<file path="config.mk">
export PLATFORM = sky130hd
export DESIGN_NAME = spi_slave_frame_rx
export DESIGN_NICKNAME = d
export VERILOG_FILES = /design/src/rtl/spi_slave_frame_rx.sv
export SDC_FILE = /design/constraint.sdc
export NUM_CORES = 1
export LEC_CHECK = 0
export ABC_AREA = 1
export BUFFER_PORTS_ARGS = -buffer_cell sky130_fd_sc_hd__buf_4
export CAP_MARGIN = 30
export CORE_MARGIN = 8
export CORE_UTILIZATION = 23
export DETAILED_ROUTE_END_ITERATION = 10
export MAX_ROUTING_LAYER = met4
export REMOVE_ABC_BUFFERS = 1
export SKIP_LAST_GASP = 1
export SLEW_MARGIN = 20
export SYNTH_ARGS = -nofsm -noshare
export SYNTH_HDL_FRONTEND = slang
export SYNTH_SLANG_ARGS = --single-unit
</file>
<file path="constraint.sdc">
create_clock -name CLK -period 2.1 [get_ports CLK]
set_clock_uncertainty 0.2 [all_clocks]
set_input_delay 0.315 -clock CLK [delete_from_list [all_inputs] [get_ports CLK]]
set_output_delay 0.315 -clock CLK [all_outputs]
set_load 0.05 [all_outputs]
</file>
<file path="src/rtl/spi_slave_frame_rx.sv">
// SPI slave frame receiver: oversamples SCLK/CS_N/SDI in the CLK domain and delivers one CS_N-framed word over valid/ready.
// Optional odd-parity trailer bit enabled by defining SPI_FRAME_PARITY_EN.
module spi_slave_frame_rx #(
    parameter int DATA_W      = 16,
    parameter int FIELD_A_W   = 8,
    parameter bit LSB_FIRST   = 1'b1,
    parameter bit CPOL        = 1'b0,
    parameter bit CPHA        = 1'b0,
    parameter int SYNC_STAGES = 2
) (
    input  logic                        CLK,
    input  logic                        RST,
    input  logic                        CS_N,
    input  logic                        SCLK,
    input  logic                        SDI,
    output logic [DATA_W-1:0]           frame_data,
    output logic [FIELD_A_W-1:0]        field_a,
    output logic [DATA_W-FIELD_A_W-1:0] field_b,
    output logic                        frame_valid,
    input  logic                        frame_ready,
    output logic                        frame_err,
    output logic                        overrun,
    output logic                        busy
);

`ifdef SPI_FRAME_PARITY_EN
    localparam int FRAME_BITS = DATA_W + 1;
`else
    localparam int FRAME_BITS = DATA_W;
`endif
    localparam int CNT_W  = $clog2(FRAME_BITS + 1);
    localparam int FILL_W = $clog2(SYNC_STAGES + 1);

    localparam logic [1:0] ST_IDLE    = 2'd0;
    localparam logic [1:0] ST_SHIFT   = 2'd1;
    localparam logic [1:0] ST_WAIT_CS = 2'd2;

    logic [SYNC_STAGES-1:0] r_cs_sync;
    logic [SYNC_STAGES-1:0] r_sclk_sync;
    logic [SYNC_STAGES-1:0] r_sdi_sync;
    logic [FILL_W-1:0]      r_fill_cnt;
    logic                   r_armed;
    logic [1:0]             r_state;
    logic [CNT_W-1:0]       r_bit_cnt;
    logic [DATA_W-1:0]      r_shift;
    logic                   r_long;
`ifdef SPI_FRAME_PARITY_EN
    logic                   r_parity;
`endif

    logic              w_cs_new, w_cs_old, w_cs_fall, w_cs_rise;
    logic              w_sclk_rise, w_sclk_fall, w_sample, w_sdi;
    logic              w_fill_done, w_last_bit, w_good;
    logic [DATA_W-1:0] w_shift_next;

    always_ff @(posedge CLK or posedge RST) begin
        if (RST) begin
            r_cs_sync   <= '1;
            r_sclk_sync <= {SYNC_STAGES{CPOL}};
            r_sdi_sync  <= '0;
        end else begin
            r_cs_sync   <= {r_cs_sync[SYNC_STAGES-2:0], CS_N};
            r_sclk_sync <= {r_sclk_sync[SYNC_STAGES-2:0], SCLK};
            r_sdi_sync  <= {r_sdi_sync[SYNC_STAGES-2:0], SDI};
        end
    end

    assign w_cs_new    = r_cs_sync[SYNC_STAGES-2];
    assign w_cs_old    = r_cs_sync[SYNC_STAGES-1];
    assign w_cs_fall   = w_cs_old & ~w_cs_new;
    assign w_cs_rise   = ~w_cs_old & w_cs_new;
    assign w_sclk_rise = ~r_sclk_sync[SYNC_STAGES-1] & r_sclk_sync[SYNC_STAGES-2];
    assign w_sclk_fall = r_sclk_sync[SYNC_STAGES-1] & ~r_sclk_sync[SYNC_STAGES-2];
    assign w_sample    = ((CPOL == CPHA) ? w_sclk_rise : w_sclk_fall) & ~w_cs_new;
    assign w_sdi       = r_sdi_sync[SYNC_STAGES-1];

    // Only accept a CS_N fall once the synchroniser holds real samples showing CS_N high,
    // so a chip select already low when reset releases cannot start a frame.
    assign w_fill_done = (r_fill_cnt == FILL_W'(SYNC_STAGES - 1));

    always_ff @(posedge CLK or posedge RST) begin
        if (RST) begin
            r_fill_cnt <= '0;
            r_armed    <= 1'b0;
        end else begin
            if (!w_fill_done) r_fill_cnt <= r_fill_cnt + FILL_W'(1);
            if (w_fill_done && w_cs_new) r_armed <= 1'b1;
        end
    end

    assign w_shift_next = LSB_FIRST ? {w_sdi, r_shift[DATA_W-1:1]} : {r_shift[DATA_W-2:0], w_sdi};
    assign w_last_bit   = (r_bit_cnt == CNT_W'(FRAME_BITS - 1));
`ifdef SPI_FRAME_PARITY_EN
    assign w_good = ~r_long & (^r_shift ^ r_parity);
`else
    assign w_good = ~r_long;
`endif

    always_ff @(posedge CLK or posedge RST) begin
        if (RST) begin
            r_state     <= ST_IDLE;
            r_bit_cnt   <= '0;
            r_shift     <= '0;
            r_long      <= 1'b0;
`ifdef SPI_FRAME_PARITY_EN
            r_parity    <= 1'b0;
`endif
            frame_data  <= '0;
            frame_valid <= 1'b0;
            frame_err   <= 1'b0;
            overrun     <= 1'b0;
        end else begin
            frame_err <= 1'b0;
            overrun   <= 1'b0;
            if (frame_valid && frame_ready) frame_valid <= 1'b0;
            case (r_state)
                ST_IDLE: begin
                    if (r_armed && w_cs_fall) begin
                        r_state   <= ST_SHIFT;
                        r_bit_cnt <= '0;
                        r_shift   <= '0;
                        r_long    <= 1'b0;
`ifdef SPI_FRAME_PARITY_EN
                        r_parity  <= 1'b0;
`endif
                    end
                end
                ST_SHIFT: begin
                    if (w_cs_rise) begin
                        frame_err <= 1'b1;
                        r_state   <= ST_IDLE;
                    end else if (w_sample) begin
                        r_bit_cnt <= r_bit_cnt + CNT_W'(1);
`ifdef SPI_FRAME_PARITY_EN
                        if (r_bit_cnt == CNT_W'(DATA_W)) r_parity <= w_sdi;
                        else r_shift <= w_shift_next;
`else
                        r_shift <= w_shift_next;
`endif
                        if (w_last_bit) r_state <= ST_WAIT_CS;
                    end
                end
                ST_WAIT_CS: begin
                    // A commit coinciding with an accept of the old word simply replaces it.
                    if (w_cs_rise) begin
                        r_state <= ST_IDLE;
                        if (!w_good) begin
                            frame_err <= 1'b1;
                        end else if (frame_valid && !frame_ready) begin
                            overrun <= 1'b1;
                        end else begin
                            frame_data  <= r_shift;
                            frame_valid <= 1'b1;
                        end
                    end else if (w_sample) begin
                        r_long <= 1'b1;
                    end
                end
                default: r_state <= ST_IDLE;
            endcase
        end
    end

    assign busy    = (r_state != ST_IDLE);
    assign field_a = frame_data[DATA_W-1 -: FIELD_A_W];
    assign field_b = frame_data[DATA_W-FIELD_A_W-1:0];

endmodule

</file>
==> impl_metrics.json <==
{
  "rows": 38,
  "hold_class": "in -> reg",
  "vias_per_cell": 4.10,
  "overflow": 0,
  "cts_inserted_buffers": 5,
  "cts_sinks": 52,
  "yosysSeqAreaShare_pct": 51.1,
  "drt_iter0_markers": 128,
  "core_um2": 10800,
  "synth_cells": 310,
  "antenna_found_initial": 0,
  "ys_warn_count": 0,
  "ant_nets": 0,
  "fmax_mhz": 545,
  "clk_latency_ns": 0.31,
  "path_cells": "inv_1, ha_1, inv_2, buf_4",
  "multi_input_comb_area_um2": 922,
  "tns_ns": 0,
  "postSynthAreaPerCell_um2": 8.24,
  "die_h_um": 121,
  "crit_type": "reg -> out",
  "worst_path_max_delay_cell": "dfrtp_1",
  "finalHoldViolCount": 0,
  "avgRoutedWirePerCell_um": 11.0,
  "rsz0062_at_grt": "false",
  "power.density_nw_per_um2": 979,
  "grt_pass1_vias": 1860,
  "dp.cells": 468,
  "die_area_um2": 14700,
  "startpoint_type": "flop",
  "drcViolationCount": 0,
  "finalNonFillerCells": 480,
  "slew_headroom_pct": 76.0,
  "setup_viol": 0,
  "worstPathArrival_ns": 1.32,
  "wl_mm": 5.28,
  "cts_tree": "yes",
  "grtUsageTotal_pct": 7.43,
  "drive_above_1_share_pct": 20.0,
  "area.sequential_um2": 1300,
  "initial_core_util_pct": 23.6,
  "die_w_um": 121,
  "total_power_w": 0.00297,
  "gp_congestion": 0.775,
  "leakage_nw": 1.76,
  "fin_nets": 351,
  "synth_cell_types": 22,
  "min_period_ns": 1.83,
  "vias": 1967,
  "portBuffers": 41,
  "endpoint_kind": "output pin",
  "drv_cap": 0,
  "ir_drop_mv": 0.396,
  "pin_count": 42,
  "crit_required_ns": 1.58,
  "syn_area_um2": 2550,
  "critPathMaxFanout": 4,
  "firstDrtPassIters": 4,
  "num_antenna_cells": 0,
  "grt_pass1_wl_mm": 8.83,
  "cpPeakStageDelay_ns": 0.41,
  "tightest_slew_ns": 0.360,
  "clk_pin_slew_worst_paths_ns": 0.10,
  "final_common_cell": "nand2_1",
  "synth.ff_latch_count": 52,
  "outcome": "finished, final reports clean",
  "layout_common_cells": "121 x nand2_1, 50 x dfrtp_1, 46 x buf_4",
  "clock_path_buffers": 2,
  "clock-root-buffer": "clkbuf_8",
  "postPlaceCellArea_um2": 2890,
  "ff2ff_path_depth": 6,
  "stdcell_area_um2": 3030,
  "post-route-util_pct": 28.0,
  "worstHoldPathCells": 4,
  "htree_levels": 2,
  "hpwlAfterDp_mm": 3.66,
  "drv_slew": 0,
  "grt_max_degree": 53,
  "area_growth_pct": 18.8,
  "post-route-period-util_pct": 87.3,
  "fill_cells": 1165
}
[cell usage after synthesis]
| master | instances | area (µm²) |
|---|---|---|
| inv_1 | 31 | 116 |
| nand3_2 | 1 | 10.0 |
| ha_1 | 6 | 75.1 |
| dfrtp_1 | 50 | 1250 |
| buf_4 | 16 | 120 |
| xnor2_1 | 1 | 8.76 |
| or2_2 | 1 | 6.26 |
| a21boi_0 | 1 | 7.51 |
| nand2_1 | 121 | 454 |
| nand2_4 | 1 | 11.3 |
| nand4_1 | 22 | 138 |
| o21ai_0 | 12 | 60.1 |
| dfstp_2 | 2 | 52.6 |
| a21o_1 | 1 | 7.51 |
| inv_2 | 4 | 15.0 |
| buf_2 | 10 | 50.1 |
| nor2_4 | 2 | 22.5 |
| nand3_1 | 8 | 40.0 |
| nor2_1 | 10 | 37.5 |
| buf_6 | 3 | 33.8 |
| nand2_2 | 1 | 6.26 |
| o21ai_1 | 6 | 30.0 |
[state kept, by name (all words and copies together), names as in the netlist]
register and flops:
frame_data 16, frame_err 1, frame_valid 1, overrun 1, r_armed 1, r_bit_cnt 5
r_cs_sync 2, r_fill_cnt 2, r_long 1, r_sclk_sync 2, r_sdi_sync 2, r_shift 16
r_state 2
[power by group]
part	leakage, nW	switching, W	internal [W]
Combinational	1.02	0.000874	0.000321
Clock	0.0463	0.000369	0.000246
Sequential	0.694	0.0000700	0.00109
Total	1.76	0.00131	0.00166
[through the flow]
stage | hold slack [ns] | worst slack (ns)
global route | 0.0923 | 0.168
finish | 0.0724 | 0.266
floorplan | 0.119 | -0.0802
global placement | 0.138 | 0.219
CTS | 0.0746 | 0.139
detailed placement | 0.147 | 0.150
[repair_timing]
action | CTS | global route
setup buffers | 0 | 0
hold buffers | 4 | 0
setup endpoints to repair | 0 | 6
gates resized for setup | 0 | 1
hold endpoints to repair | 53 | 0
[kinds of logic after synthesis]
family | after synthesis | share of synthesized area (%)
AND/OR/NAND/NOR | 167 | 28.4
buffers and inverters | 64 | 13.1
adder cells (fa/ha/maj) | 6 | 2.94
XOR/XNOR | 1 | 0.343
AO/OA/AOI/OAI | 20 | 4.12
flip-flops | 52 | 51.1
[final cells by class]
| cell class | instances | area share (%) |
|---|---|---|
| well taps | 140 | 5.77 |
| clock inverters | 3 | 0.907 |
| inverters | 35 | 4.33 |
| multi-input cells | 194 | 30.4 |
| flip-flops and latches | 52 | 43.0 |
| clock buffers | 5 | 2.27 |
| repair buffers | 51 | 13.4 |
[per-layer routing]
metal / GRT usage, % / up-vias / wire [µm]
li1: - / 1008 / -
met1: 8.80 / 918 / 2420
met2: 12.2 / 37 / 2530
met3: 2.05 / 4 / 302
met4: 1.77 / 0 / 36
met5: - / - / 0
[worst max-delay path, delay by kind of cell, from the launching register on]
| kind | cells | cell delay [ns] |
|---|---|---|
| adders and majority gates | 1 | 0.25 |
| buffers and inverters | 3 | 0.35 |
| DFF | 1 | 0.41 |
[worst paths after layout]
path                                          from                        end  slack [ns]
min in group asynchronous                      RST  frame_data[7]$_DFFE_PP0P_        0.40
max reg2reg                 r_state[0]$_DFFE_PP0P_   r_bit_cnt[1]$_DFFE_PP0P_        0.32
min                                    frame_ready          overrun$_DFF_PP0_        0.07
max in group asynchronous                      RST     r_cs_sync[0]$_DFF_PP1_        1.01
min reg2reg                r_sdi_sync[0]$_DFF_PP0_    r_sdi_sync[1]$_DFF_PP0_        0.18
max                         r_state[0]$_DFFE_PP0P_                       busy        0.27
Note: power is estimated with default switching activity, not from simulation.
